### src/rtl/alu_pkg.sv
// Shared constants and types for the ALU command sequencer: opcodes, bus layout,
// FSM states and the queued command format.
package alu_pkg;

  localparam int DATA_W    = 4;
  localparam int OP_W      = 4;
  localparam int SW_W      = 16;
  localparam int LED_W     = 5;
  localparam int SW_A_LSB  = 0;
  localparam int SW_B_LSB  = 4;
  localparam int SW_OP_LSB = 8;
  localparam int LED_CARRY = 4;

  localparam logic [OP_W-1:0] OP_ADD  = 4'd0;
  localparam logic [OP_W-1:0] OP_SUB  = 4'd1;
  localparam logic [OP_W-1:0] OP_MUL  = 4'd2;
  localparam logic [OP_W-1:0] OP_DIV  = 4'd3;
  localparam logic [OP_W-1:0] OP_AND  = 4'd4;
  localparam logic [OP_W-1:0] OP_OR   = 4'd5;
  localparam logic [OP_W-1:0] OP_XOR  = 4'd6;
  localparam logic [OP_W-1:0] OP_NAND = 4'd7;
  localparam logic [OP_W-1:0] OP_NOR  = 4'd8;
  localparam logic [OP_W-1:0] OP_XNOR = 4'd9;
  localparam logic [OP_W-1:0] OP_SHL  = 4'd10;
  localparam logic [OP_W-1:0] OP_SHR  = 4'd11;
  localparam logic [OP_W-1:0] OP_GT   = 4'd12;
  localparam logic [OP_W-1:0] OP_LT   = 4'd13;
  localparam logic [OP_W-1:0] OP_EQ   = 4'd14;
  localparam logic [OP_W-1:0] OP_INC  = 4'd15;

  typedef enum logic [1:0] {
    S_IDLE   = 2'd0,
    S_DRIVE  = 2'd1,
    S_SAMPLE = 2'd2,
    S_HOLD   = 2'd3
  } state_e;

  // Queued command; chain sits in the MSB so the flat FIFO word is {chain, op, b, a}.
  typedef struct packed {
    logic              chain;
    logic [OP_W-1:0]   op;
    logic [DATA_W-1:0] b;
    logic [DATA_W-1:0] a;
  } cmd_t;

  localparam int CMD_W = $bits(cmd_t);

endpackage

### src/rtl/alu_cmd_fifo.sv
// Synchronous command FIFO; full/empty come from a registered occupancy count,
// pointers wrap naturally because DEPTH is a power of two.
module alu_cmd_fifo #(
  parameter int DEPTH = 4,
  parameter int W     = 13
) (
  input  logic                     clk,
  input  logic                     rst,
  input  logic                     push,
  input  logic                     pop,
  input  logic [W-1:0]             wdata,
  output logic [W-1:0]             rdata,
  output logic [$clog2(DEPTH):0]   count,
  output logic                     full,
  output logic                     empty
);

  localparam int AW = $clog2(DEPTH);

  logic [W-1:0]  mem_q [DEPTH];
  logic [W-1:0]  mem_d [DEPTH];
  logic [AW-1:0] wr_ptr_q, wr_ptr_d;
  logic [AW-1:0] rd_ptr_q, rd_ptr_d;
  logic [AW:0]   count_q, count_d;
  logic          do_push, do_pop;

  assign full    = (count_q == (AW+1)'(DEPTH));
  assign empty   = (count_q == '0);
  assign count   = count_q;
  assign rdata   = mem_q[rd_ptr_q];
  assign do_push = push && !full;
  assign do_pop  = pop && !empty;

  always_comb begin
    mem_d    = mem_q;
    wr_ptr_d = wr_ptr_q;
    rd_ptr_d = rd_ptr_q;
    count_d  = count_q + (AW+1)'(do_push) - (AW+1)'(do_pop);
    if (do_push) begin
      mem_d[wr_ptr_q] = wdata;
      wr_ptr_d        = wr_ptr_q + AW'(1);
    end
    if (do_pop) rd_ptr_d = rd_ptr_q + AW'(1);
  end

  always_ff @(posedge clk) begin
    if (rst) begin
      wr_ptr_q <= '0;
      rd_ptr_q <= '0;
      count_q  <= '0;
    end else begin
      wr_ptr_q <= wr_ptr_d;
      rd_ptr_q <= rd_ptr_d;
      count_q  <= count_d;
    end
  end

  // Storage needs no reset: the count decides what is valid.
  always_ff @(posedge clk) begin
    mem_q <= mem_d;
  end

endmodule

### src/rtl/alu_op_sequencer.sv
// Feeds the external gate-level ALU from a queued command stream: drive the bus,
// let it settle, sample, and hand the result out over a valid/ready port.
module alu_op_sequencer
  import alu_pkg::*;
#(
  parameter int FIFO_DEPTH = 4,
  parameter int SETTLE_CYC = 1
) (
  input  logic              clk,
  input  logic              rst,
  input  logic              cmd_valid,
  output logic              cmd_ready,
  input  logic [OP_W-1:0]   cmd_op,
  input  logic [DATA_W-1:0] cmd_a,
  input  logic [DATA_W-1:0] cmd_b,
  input  logic              cmd_chain,
  output logic [SW_W-1:0]   alu_sw,
  input  logic [LED_W-1:0]  alu_led,
  output logic              res_valid,
  input  logic              res_ready,
  output logic [DATA_W-1:0] res_data,
  output logic              res_carry,
  output logic [OP_W-1:0]   res_op,
  output logic              res_dz,
  output logic              busy
);

  localparam int CW = $clog2(SETTLE_CYC + 1);

  state_e                     state_q, state_d;
  logic [CW-1:0]              cnt_q, cnt_d;
  logic [DATA_W-1:0]          acc_q, acc_d;
  logic [SW_W-1:0]            sw_q, sw_d;
  logic [DATA_W-1:0]          res_data_q, res_data_d;
  logic                       res_carry_q, res_carry_d;
  logic [OP_W-1:0]            res_op_q, res_op_d;
  logic                       res_dz_q, res_dz_d;

  logic [CMD_W-1:0]           wr_bits, rd_bits;
  cmd_t                       rd_cmd;
  logic [$clog2(FIFO_DEPTH):0] fifo_count;
  logic                       fifo_full, fifo_empty, fifo_pop, fifo_push;
  logic [DATA_W-1:0]          eff_a;
  logic                       div_zero;

  assign wr_bits   = {cmd_chain, cmd_op, cmd_b, cmd_a};
  assign rd_cmd    = cmd_t'(rd_bits);
  assign fifo_push = cmd_valid && !fifo_full;

  alu_cmd_fifo #(
    .DEPTH (FIFO_DEPTH),
    .W     (CMD_W)
  ) u_fifo (
    .clk   (clk),
    .rst   (rst),
    .push  (fifo_push),
    .pop   (fifo_pop),
    .wdata (wr_bits),
    .rdata (rd_bits),
    .count (fifo_count),
    .full  (fifo_full),
    .empty (fifo_empty)
  );

  // Divide-by-zero is judged from the bus actually driven, so chained A is irrelevant.
  assign div_zero = (sw_q[SW_OP_LSB +: OP_W] == OP_DIV) && (sw_q[SW_B_LSB +: DATA_W] == '0);

  always_comb begin
    state_d     = state_q;
    cnt_d       = cnt_q;
    acc_d       = acc_q;
    sw_d        = sw_q;
    res_data_d  = res_data_q;
    res_carry_d = res_carry_q;
    res_op_d    = res_op_q;
    res_dz_d    = res_dz_q;
    fifo_pop    = 1'b0;
    eff_a       = '0;
    case (state_q)
      S_IDLE: begin
        if (!fifo_empty) begin
          fifo_pop                      = 1'b1;
          eff_a                         = rd_cmd.chain ? acc_q : rd_cmd.a;
          sw_d                          = '0;
          sw_d[SW_A_LSB  +: DATA_W]     = eff_a;
          sw_d[SW_B_LSB  +: DATA_W]     = rd_cmd.b;
          sw_d[SW_OP_LSB +: OP_W]       = rd_cmd.op;
          cnt_d                         = CW'(SETTLE_CYC);
          state_d                       = S_DRIVE;
        end
      end
      S_DRIVE: begin
        if (cnt_q <= CW'(1)) state_d = S_SAMPLE;
        else                 cnt_d   = cnt_q - CW'(1);
      end
      S_SAMPLE: begin
        res_op_d = sw_q[SW_OP_LSB +: OP_W];
        if (div_zero) begin
          res_data_d  = '0;
          res_carry_d = 1'b0;
          res_dz_d    = 1'b1;
        end else begin
          res_data_d  = alu_led[DATA_W-1:0];
          res_carry_d = alu_led[LED_CARRY];
          res_dz_d    = 1'b0;
        end
        acc_d   = res_data_d;
        state_d = S_HOLD;
      end
      S_HOLD: begin
        if (res_ready) state_d = S_IDLE;
      end
      default: state_d = S_IDLE;
    endcase
  end

  always_ff @(posedge clk) begin
    if (rst) begin
      state_q     <= S_IDLE;
      cnt_q       <= '0;
      acc_q       <= '0;
      sw_q        <= '0;
      res_data_q  <= '0;
      res_carry_q <= 1'b0;
      res_op_q    <= '0;
      res_dz_q    <= 1'b0;
    end else begin
      state_q     <= state_d;
      cnt_q       <= cnt_d;
      acc_q       <= acc_d;
      sw_q        <= sw_d;
      res_data_q  <= res_data_d;
      res_carry_q <= res_carry_d;
      res_op_q    <= res_op_d;
      res_dz_q    <= res_dz_d;
    end
  end

  assign cmd_ready = !fifo_full;
  assign alu_sw    = sw_q;
  assign res_valid = (state_q == S_HOLD);
  assign res_data  = res_data_q;
  assign res_carry = res_carry_q;
  assign res_op    = res_op_q;
  assign res_dz    = res_dz_q;
  assign busy      = (state_q != S_IDLE) || (fifo_count != '0);

endmodule
### config.mk
export PLATFORM = sky130hd
export DESIGN_NAME = alu_op_sequencer
export DESIGN_NICKNAME = d
export VERILOG_FILES = /design/src/rtl/alu_pkg.sv /design/src/rtl/alu_cmd_fifo.sv /design/src/rtl/alu_op_sequencer.sv
export SDC_FILE = /design/constraint.sdc
export NUM_CORES = 1
export LEC_CHECK = 0
export ABC_AREA = 1
export BUFFER_PORTS_ARGS = -buffer_cell sky130_fd_sc_hd__buf_2
export CAP_MARGIN = 20
export CORE_AREA = 2 2 78 80
export CTS_BUF_LIST = sky130_fd_sc_hd__clkbuf_8
export DETAILED_ROUTE_END_ITERATION = 8
export DIE_AREA = 0 0 80 82
export GPL_TIMING_DRIVEN = 0
export HOLD_SLACK_MARGIN = 0.03
export PLACE_DENSITY = 0.84
export SLEW_MARGIN = 20
export SYNTH_ARGS = -nofsm -noshare
export SYNTH_HDL_FRONTEND = slang
export SYNTH_SLANG_ARGS = --single-unit
### constraint.sdc
create_clock -name clk -period 3.53 [get_ports clk]
set_input_delay 0.1765 -clock clk [delete_from_list [all_inputs] [get_ports clk]]
set_output_delay 0.1765 -clock clk [all_outputs]
set_load 0.05 [all_outputs]
==> results of run 1 <==
[power groups by stage]
stage / clock network (W) / logic (W) / registers [W]
6_report: 0.000661 / 0.00158 / 0.00133
4_1_cts: 0.000673 / 0.00158 / 0.00133
5_1_grt: 0.000711 / 0.00174 / 0.00135
3_3_place_gp: 0 / 0.00151 / 0.00135
3_5_place_dp: 0 / 0.00156 / 0.00135
2_1_floorplan: 0 / 0.000903 / 0.00165
[critical path: stages, from the launching register on]
cell,delay (ps)
dfxtp_1,390
inv_1,90
ha_1,230
nand2_4,150
inv_4,80
buf_6,150
ha_1,270
inv_1,40
ha_1,200
fa_1,430
xor2_1,160
nor2_1,50
[synthesized netlist by cell type]
| master | instances | share of area |
|---|---|---|
| clkinv_1 | 1 | 0.0011 |
| edfxtp_1 | 52 | 0.44 |
| nor2_1 | 75 | 0.080 |
| nand4_1 | 1 | 0.0018 |
| buf_2 | 4 | 0.0057 |
| o21bai_1 | 1 | 0.0021 |
| o21ai_0 | 19 | 0.027 |
| nand2_4 | 1 | 0.0032 |
| fa_1 | 1 | 0.0057 |
| nand2_2 | 2 | 0.0035 |
| o21a_1 | 4 | 0.0085 |
| o21ai_1 | 21 | 0.030 |
| buf_6 | 5 | 0.016 |
| dfxtp_1 | 31 | 0.18 |
| clkbuf_1 | 1 | 0.0011 |
| buf_4 | 4 | 0.0085 |
| inv_4 | 2 | 0.0035 |
| nor3_1 | 1 | 0.0014 |
| inv_2 | 4 | 0.0043 |
| clkbuf_2 | 1 | 0.0014 |
| nand3_2 | 3 | 0.0085 |
| ha_1 | 10 | 0.035 |
| a21oi_1 | 5 | 0.0071 |
| nor2_2 | 1 | 0.0018 |
| nand2_1 | 50 | 0.053 |
| inv_1 | 36 | 0.038 |
| conb_1 | 1 | 0.0011 |
| xor2_1 | 2 | 0.0050 |
| nand3_1 | 19 | 0.027 |
[through the flow]
step	util	setup WS (ps)	hold WS [ps]
4_1_cts	0.720	1150	31.5
3_5_place_dp	0.675	1170	394
5_1_grt	0.721	1020	38.0
3_3_place_gp	0.672	1230	392
6_report	0.721	1160	45.5
2_1_floorplan	-	1370	275
[layout by cell type (no fill, tap or decap), types with 2 or more instances in the layout]
master | synthesis | routed
edfxtp_1 | 52 | 52
clkbuf_8 | 0 | 9
nand2_1 | 50 | 50
dfxtp_1 | 31 | 31
o21a_1 | 4 | 4
xor2_1 | 2 | 2
nand3_1 | 19 | 19
ha_1 | 10 | 10
a21oi_1 | 5 | 5
buf_6 | 5 | 5
dlygate4sd3_1 | 0 | 7
nand2_2 | 2 | 2
inv_1 | 36 | 37
inv_2 | 4 | 4
buf_4 | 4 | 5
clkinv_1 | 1 | 2
inv_4 | 2 | 2
nor2_2 | 1 | 4
nand3_2 | 3 | 3
o21ai_0 | 19 | 19
nor2_1 | 75 | 72
o21ai_1 | 21 | 21
conb_1 | 1 | 4
buf_2 | 4 | 50
[state kept, by name, indices dropped and copies added (netlist names)]
name             flops
res_carry            1
u_fifo.rd_ptr_q      2
u_fifo.mem_q        52
u_fifo.count         3
state_q              2
res_dz               1
res_data             4
u_fifo.wr_ptr_q      2
res_op               4
alu_sw              12
[cell families (layout without fill, tap and decap cells)]
family,after synthesis,count (layout),share of synthesized area
adders and majority gates,11,11,0.0411
and+or+nand+nor,153,153,0.180
DFF,83,83,0.618
other,1,4,0.00106
xor gates and xnor gates,2,2,0.00497
buffers and inverters,58,128,0.0798
AOI/OAI and AO/OA,50,50,0.0745
[final timing paths]
| path | from | endpoint | cells after the start | slack (ps) |
|---|---|---|---|---|
| setup / recovery | state_q[1]$_SDFFE_PP0P_ | u_fifo.count[2]$_SDFF_PP0_ | 11 | 1160 |
| hold / removal | cmd_b[1] | u_fifo.mem_q[5]$_DFFE_PP_ | 1 | 50 |
| setup reg to reg | state_q[1]$_SDFFE_PP0P_ | u_fifo.count[2]$_SDFF_PP0_ | 11 | 1160 |
| hold reg to reg | res_carry$_SDFFE_PP0P_ | res_carry$_SDFFE_PP0P_ | 2 | 490 |
[area by class of cell]
class / count / share of cell area
Tap cell: 75 / 0.0227
Inverter: 43 / 0.0402
Buffer: 15 / 0.0278
Timing Repair Buffer: 54 / 0.0743
Clock buffer: 9 / 0.0299
Clock inverter: 7 / 0.0163
Multi-Input combinational cell: 220 / 0.262
Sequential cell: 83 / 0.527
[per-layer routing]
layer | track usage | routed length (um)
met1 | 0.256 | 2900
met2 | 0.371 | 3340
met3 | 0.0462 | 353
met4 | 0.122 | 143
met5 | 0 | 0
==> flow_summary.toml, run 1 <==
[run_status]
status = "completed"

[layout]
stdcell_count = 506
n_antenna_cell = 0
drive_above_1_share = 0.211
fillers = 425
area_delta_synth_final_pct = 17.3
seq_area_um2 = 2180
multi_input_area_um2 = 1080
stdcell_area_um2 = 4140
final_nets = 459

[route]
route.antenna.remaining_nets = 0
vias = 2563
totalWireLength_mm = 6.74
drc = 0
wire_per_inst_um = 13.3
viasPerCell = 5.07
drt_iter0_drc = 124
first_pass_iters = 4

[logic_synthesis]
syn_area_um2 = 3530
syn_area_per_cell_um2 = 9.86
ys_warn_count = 0
synthDistinctLibCells = 29
ys_seq_elements = 83
syn_inst = 358
yosysSeqAreaShare = 0.618

[sta]
fin_crit_sh = 0.671
rsz0062_at_grt = "false"
hold_viol = 0
relSlewSlack = 0.501
layout_min_cycle_time_ps = 2370
max_freq_mhz = 422
maxSlewViolCount = 0
finClkSkew_ps = 8.31
tns_ps = 0
setup_violations = 0
tightest_slew_ps = 748

[clock_tree]
cts_resized = 0
cts_buffer_depth = 2
clk_pin_slew_ps = 80
numCtsBuffers = 9
clkLatencyLatePin_ps = 350
htreeDepth = 3
postCtsSetupBuffers = 0
cts.sinks = 83
cts_tree = "done"
hold_buffers = 7
cts-root-buf = "clkbuf_8"

[placed_design]
port_buffers = 46
place_area_um2 = 3880
gp_congestion = 0.790
hpwl_mm = 4.54
placed_cells = 483

[global_route]
grt_max_degree = 15
antenna_found_initial = 0
grt_pass1_wl_mm = 10.5
track_usage = 0.217
grt_pass1_vias = 2312
grt-ovfl-total = 0

[floorplan]
dieArea_um2 = 6560
rows = 28
start_util = 0.614
die_w_um = 80
die_h_um = 82
coreArea_um2 = 5750
pin_count = 51

[power_and_ir_drop]
vdd_drop_max_mv = 0.464
p_leak_nw = 1.83
power_frac_clock = 0.185
combPwrFrac = 0.441
power.share.sequential = 0.374
switching_share = 0.434
p_total_w = 0.00357
power_density_nw_per_um2 = 862
p_int_w = 0.00202
p_switching_w = 0.00155

[critical_path]
start_kind = "register"
critPathRequiredTime_ps = 3760
crit_type = "register to register"
crit_arrival_ps = 2600
cp_max_fo = 10
end_kind = "register"

[hold_path]
hold_class = "input pin to register"

[job]
cap_violations = 0
Note: power is estimated with default switching activity, not from simulation.
==> run 2, diff against run 1 <==
Settings changed: CORE_AREA 2 2 78 80 to 2 2 85 87, DIE_AREA 0 0 80 82 to 0 0 87 89, PLACE_DENSITY 0.84 to 0.75.
Clock period 3.53 ns to 2 ns, I/O delays scaled along.
==> run 2 against run 1 <==
Net effect: utilization fell by 8.4 points; fmax rose by 25%; die area rose by 18%; count of clock-buffer cells in the layout rose by 2; sequential power rose by 77%; clock power rose by 83%; routed wire length rose by 1.3%; register-to-register slack got worse by 1100 ps; critical path depth fell by 1; worst hold slack improved by 6.8 ps; sequential share of layout area fell by 1.6 points; final area rose by 3.3%; critical path type unchanged; critical endpoint is now u_fifo.count[1]$_SDFF_PP0_; largest cell class unchanged.
==> flow_summary.toml, run 2 (synthesis gave the netlist of run 1 again) <==
[run_status]
status = "completed"

[layout]
fillers = 552
final_nets = 466
top_register = "u_fifo.mem_q"
mostFrequentLayoutCells = "71 x nor2_1, 52 x edfxtp_1, 50 x nand2_1, 50 x buf_2, 35 x inv_1"
stdcell_area_um2 = 4280
final_common_cell = "nor2_1"
largest_reg_flops = 52
drive_above_1_share = 0.235
area_delta_synth_final_pct = 21.2
stdcell_count = 518
n_antenna_cell = 0
utilization = 0.636

[hold_path]
hold_class = "input pin to register"

[global_route]
grt-ovfl-total = 0
grt_pass1_wl_mm = 11.2
track_usage = 0.191
antenna_found_initial = 0
grt_pass1_vias = 2378
grt_max_degree = 19

[route]
first_pass_iters = 4
viasPerCell = 4.91
totalWireLength_mm = 6.83
route.antenna.remaining_nets = 0
drt_iter0_drc = 103
drc = 0
vias = 2542
wire_per_inst_um = 13.2

[critical_path]
cp_max_fo = 18
crit_type = "register to register"
cp_num_buf_inv = 4
path_cells = "inv_2 > nand3_2 > nand2_8 > inv_8 > ha_4 > inv_1 > ha_2 > fa_2 > inv_1 > nor2_1"
crit_arrival_ps = 2190
crit_top_cell = "inv_1"
crit_family = "adder cells"
start_kind = "register"
end_kind = "register"
critPathRequiredTime_ps = 2290
worst_path_max_delay_cell = "fa_2"
cp_slowest_stage_delay_ps = 560

[power_and_ir_drop]
p_leak_nw = 1.87
vdd_drop_max_mv = 0.595
power_density_nw_per_um2 = 1510

[floorplan]
dieArea_um2 = 7740
die_w_um = 87
die_h_um = 89
start_util = 0.525
pin_count = 51
rows = 30
coreArea_um2 = 6720

[clock_tree]
cts_tree = "done"
htreeDepth = 3
cts-root-buf = "clkbuf_8"
clk_pin_slew_ps = 80
cts.sinks = 83
cts_buffer_depth = 2
numCtsBuffers = 9
clkLatencyLatePin_ps = 350

[sta]
tns_ps = 0
setup_violations = 0
layout_min_cycle_time_ps = 1900
max_freq_mhz = 527
maxSlewViolCount = 0
postLayoutSetupSlackWorst_ps = 102
rsz0062_at_grt = "false"
tightest_slew_ps = 801
fin_crit_sh = 0.949
hold_viol = 0
finClkSkew_ps = 8.90
relSlewSlack = 0.466

[placed_design]
place_area_um2 = 3900
port_buffers = 46
placed_cells = 487
gp_congestion = 0.780
hpwl_mm = 4.65
place_ws_ps = -140

[job]
cap_violations = 0
## run 2: changes by cell type in the layout (fill, tap and decap cells not counted), moves of 2 or more
cell           change
buf_4              +2
clkbuf_8           +2
dfxtp_1            -2
dfxtp_2            +2
dlygate4sd3_1      +6
ha_1               -3
ha_4               +2
inv_1              -2
inv_2              +2
## run 2: worst paths after layout
kind / startpoint / end / slack [ps] / cells after the start
min: rst / alu_sw[0]$_SDFFE_PP0P_ / 50 / 4
max: u_fifo.count[0]$_SDFF_PP0_ / u_fifo.count[1]$_SDFF_PP0_ / 100 / 10
min reg2reg: res_carry$_SDFFE_PP0P_ / res_carry$_SDFFE_PP0P_ / 470 / 2
max reg2reg: u_fifo.count[0]$_SDFF_PP0_ / u_fifo.count[1]$_SDFF_PP0_ / 100 / 10
## run 2: metal layers
layer  track usage  part of all wire  vias to the layer above
li1              -                 -                     1310
met1         0.257              0.46                     1151
met2         0.304              0.47                       72
met3        0.0416             0.060                        9
met4        0.0795             0.012                        0
met5             0                 0                        -
## run 2: what timing repair did
action / in CTS / in global routing
hold endpoints to repair: 52 / 0
endpoints found under the setup margin: 2 / 1
pin swaps: 2 / 1
gates resized for setup: 2 / 3
buffers inserted: 3 / 0
hold buffers: 13 / 0
gates cloned: 0 / 0
## run 2: worst register-to-register path, cell delays in order (launching register included)
cell and delay, ps:
dfxtp_1 310, inv_2 110, nand3_2 140, nand2_8 100
inv_8 60, ha_4 250, inv_1 30, ha_2 170
fa_2 560, inv_1 40, nor2_1 70
## run 2: final cells by class
| class | instances | area, um^2 | share of cell area |
|---|---|---|---|
| repair buffers | 62 | 383 | 0.0895 |
| flip-flops and latches | 83 | 2180 | 0.511 |
| clock inverters | 5 | 52.6 | 0.0123 |
| inverters | 43 | 171 | 0.0401 |
| plain buffers | 14 | 104 | 0.0243 |
| well taps | 80 | 100 | 0.0234 |
| multi-input cells | 220 | 1130 | 0.264 |
| clock buffers | 11 | 151 | 0.0354 |
## run 2: power breakdown
| part | total [W] | leakage (nW) | internal [W] | switching, W |
|---|---|---|---|---|
| Combinational | 0.00290 | 1.03 | 0.000903 | 0.00199 |
| Sequential | 0.00236 | 0.732 | 0.00217 | 0.000187 |
| Clock | 0.00121 | 0.110 | 0.000638 | 0.000569 |
## run 2: metrics by stage
step	power (W)	hold WS, ps
after floorplan	0.00455	199
after global placement	0.00512	314
after detailed placement	0.00521	322
after CTS	0.00647	43.7
after global routing	0.00695	67.2
final	0.00646	52.2
==> run 3, diff against run 2 <==
Settings changed: CTS_BUF_LIST sky130_fd_sc_hd__clkbuf_8 to sky130_fd_sc_hd__clkbuf_2.
==> run 3 against run 2 <==
Net effect: register-to-register slack worse by 20 ps; total power is 4.6% lower; count of clock-buffer cells in the layout is 1 lower; utilization is 0.24 points higher; via count hardly changed; critical endpoint unchanged; largest cell class unchanged.
==> flow_summary.toml, run 3 (synthesis gave the netlist of run 1 again) <==
[placed_design]
hpwl_mm = 4.65
port_buffers = 46
gp_congestion = 0.780
placed_cells = 487

[power_and_ir_drop]
power_density_nw_per_um2 = 1440
vdd_drop_max_mv = 0.524
p_leak_nw = 1.88

[clock_tree]
numCtsBuffers = 9
cts_tree = "done"
htreeDepth = 3
clkLatencyLatePin_ps = 500
cts.sinks = 83
cts_buffer_depth = 2
clk_pin_slew_ps = 220
cts-root-buf = "clkbuf_2"

[global_route]
track_usage = 0.191
grt_max_degree = 19
grt_pass1_vias = 2387
grt-ovfl-total = 0
antenna_found_initial = 0
grt_pass1_wl_mm = 11.3

[floorplan]
pin_count = 51
die_w_um = 87
start_util = 0.525
dieArea_um2 = 7740
rows = 30
coreArea_um2 = 6720
die_h_um = 89

[sta]
layout_min_cycle_time_ps = 1920
tightest_slew_ps = 789
maxSlewViolCount = 0
fin_crit_sh = 0.958
fin_hold_ws_ps = 327
relSlewSlack = 0.473
max_freq_mhz = 522
finClkSkew_ps = 24.5
hold_viol = 0
setup_violations = 0

[critical_path]
start_kind = "register"
critPathRequiredTime_ps = 2440
cp_max_fo = 6
worst_path_max_delay_cell = "fa_2"
crit_family = "adder cells"
cp_num_buf_inv = 4
path_cells = "inv_4 > ha_4 > nand2_8 > clkinv_8 > ha_4 > inv_1 > ha_2 > fa_2 > inv_1 > nor2_1"
crit_type = "register to register"
end_kind = "register"
cp_slowest_stage_delay_ps = 560
crit_arrival_ps = 2360

[layout]
final_common_cell = "nor2_1"
area_delta_synth_final_pct = 21.7
n_antenna_cell = 0
final_nets = 476
mostFrequentLayoutCells = "71 x nor2_1, 52 x edfxtp_1, 50 x nand2_1, 50 x buf_2, 34 x inv_1"
largest_reg_flops = 52
top_register = "u_fifo.mem_q"
utilization = 0.639
stdcell_count = 528
drive_above_1_share = 0.234

[job]
cap_violations = 0

[run_status]
status = "completed"

[route]
drc = 0
totalWireLength_mm = 6.93
vias = 2544
drt_iter0_drc = 130
first_pass_iters = 4
wire_per_inst_um = 13.1
viasPerCell = 4.82
route.antenna.remaining_nets = 0

[hold_path]
hold_class = "input pin to register"
run 3: cell count changes in the layout (fill, tap and decap cells not counted), moves of 2 or more:
| cell | change |
|---|---|
| clkbuf_8 | -11 |
| dlygate4sd3_1 | +8 |
| clkbuf_2 | +10 |
| buf_4 | +2 |
| inv_2 | -2 |
| clkinv_1 | +2 |
| inv_4 | +2 |
run 3: where the power goes:
| part | leakage [nW] | switching, W | internal [W] |
|---|---|---|---|
| Sequential | 0.732 | 0.000193 | 0.00217 |
| Clock | 0.0707 | 0.000535 | 0.000285 |
| Combinational | 1.07 | 0.00202 | 0.000961 |
| Total | 1.88 | 0.00275 | 0.00341 |
run 3: layout make-up:
cell class / count / area [um^2]
buffer: 14 / 104
clock inverter: 6 / 56.3
fill: 563 / 2430
timing repair buffer: 72 / 478
clock buffer: 10 / 50.0
sequential: 83 / 2190
multi-input combinational: 220 / 1140
tap: 80 / 100
inverter: 43 / 181
run 3: repair_timing:
action                                  CTS  global route
pin swaps                                 2             2
endpoints found under the setup margin    2             2
setup buffers                             3             2
cloned                                    0             0
resized for setup                         4             6
hold buffers                             21             0
hold endpoints to repair                 66             0
run 3: through the flow:
stage / setup TNS [ps] / power (W) / instance area (um^2) / setup WS, ps
2_1_floorplan: 0 / 0.00455 / 3560 / 1.70
4_1_cts: 0 / 0.00610 / 4250 / 30.8
6_report: 0 / 0.00616 / 4290 / 84.7
3_5_place_dp: -246 / 0.00521 / 3900 / -140
5_1_grt: -1.27 / 0.00665 / 4290 / -1.27
3_3_place_gp: -705 / 0.00512 / 3890 / -99.3
run 3: per-layer routing:
metal,global-route usage,up-vias,part of all wire
met3,0.0360,7,0.050
li1,-,1333,-
met1,0.260,1140,0.47
met4,0.0682,0,0.011
met2,0.310,64,0.47
met5,0,-,0
run 3: worst paths after layout:
path | startpoint | endpoint | slack, ps | depth (start not counted)
max | state_q[0]$_SDFFE_PP0P_ | u_fifo.count[1]$_SDFF_PP0_ | 80 | 10
min | cmd_b[3] | u_fifo.mem_q[33]$_DFFE_PP_ | 330 | 2
max reg2reg | state_q[0]$_SDFFE_PP0P_ | u_fifo.count[1]$_SDFF_PP0_ | 80 | 10
min reg2reg | res_carry$_SDFFE_PP0P_ | res_carry$_SDFFE_PP0P_ | 490 | 2
run 3: worst register-to-register path, stage by stage (launching register included):
cell and delay (ps):
dfxtp_2 390, inv_4 50, ha_4 180, nand2_8 70, clkinv_8 60, ha_4 250, inv_1 30, ha_2 170
fa_2 560, inv_1 40, nor2_1 80
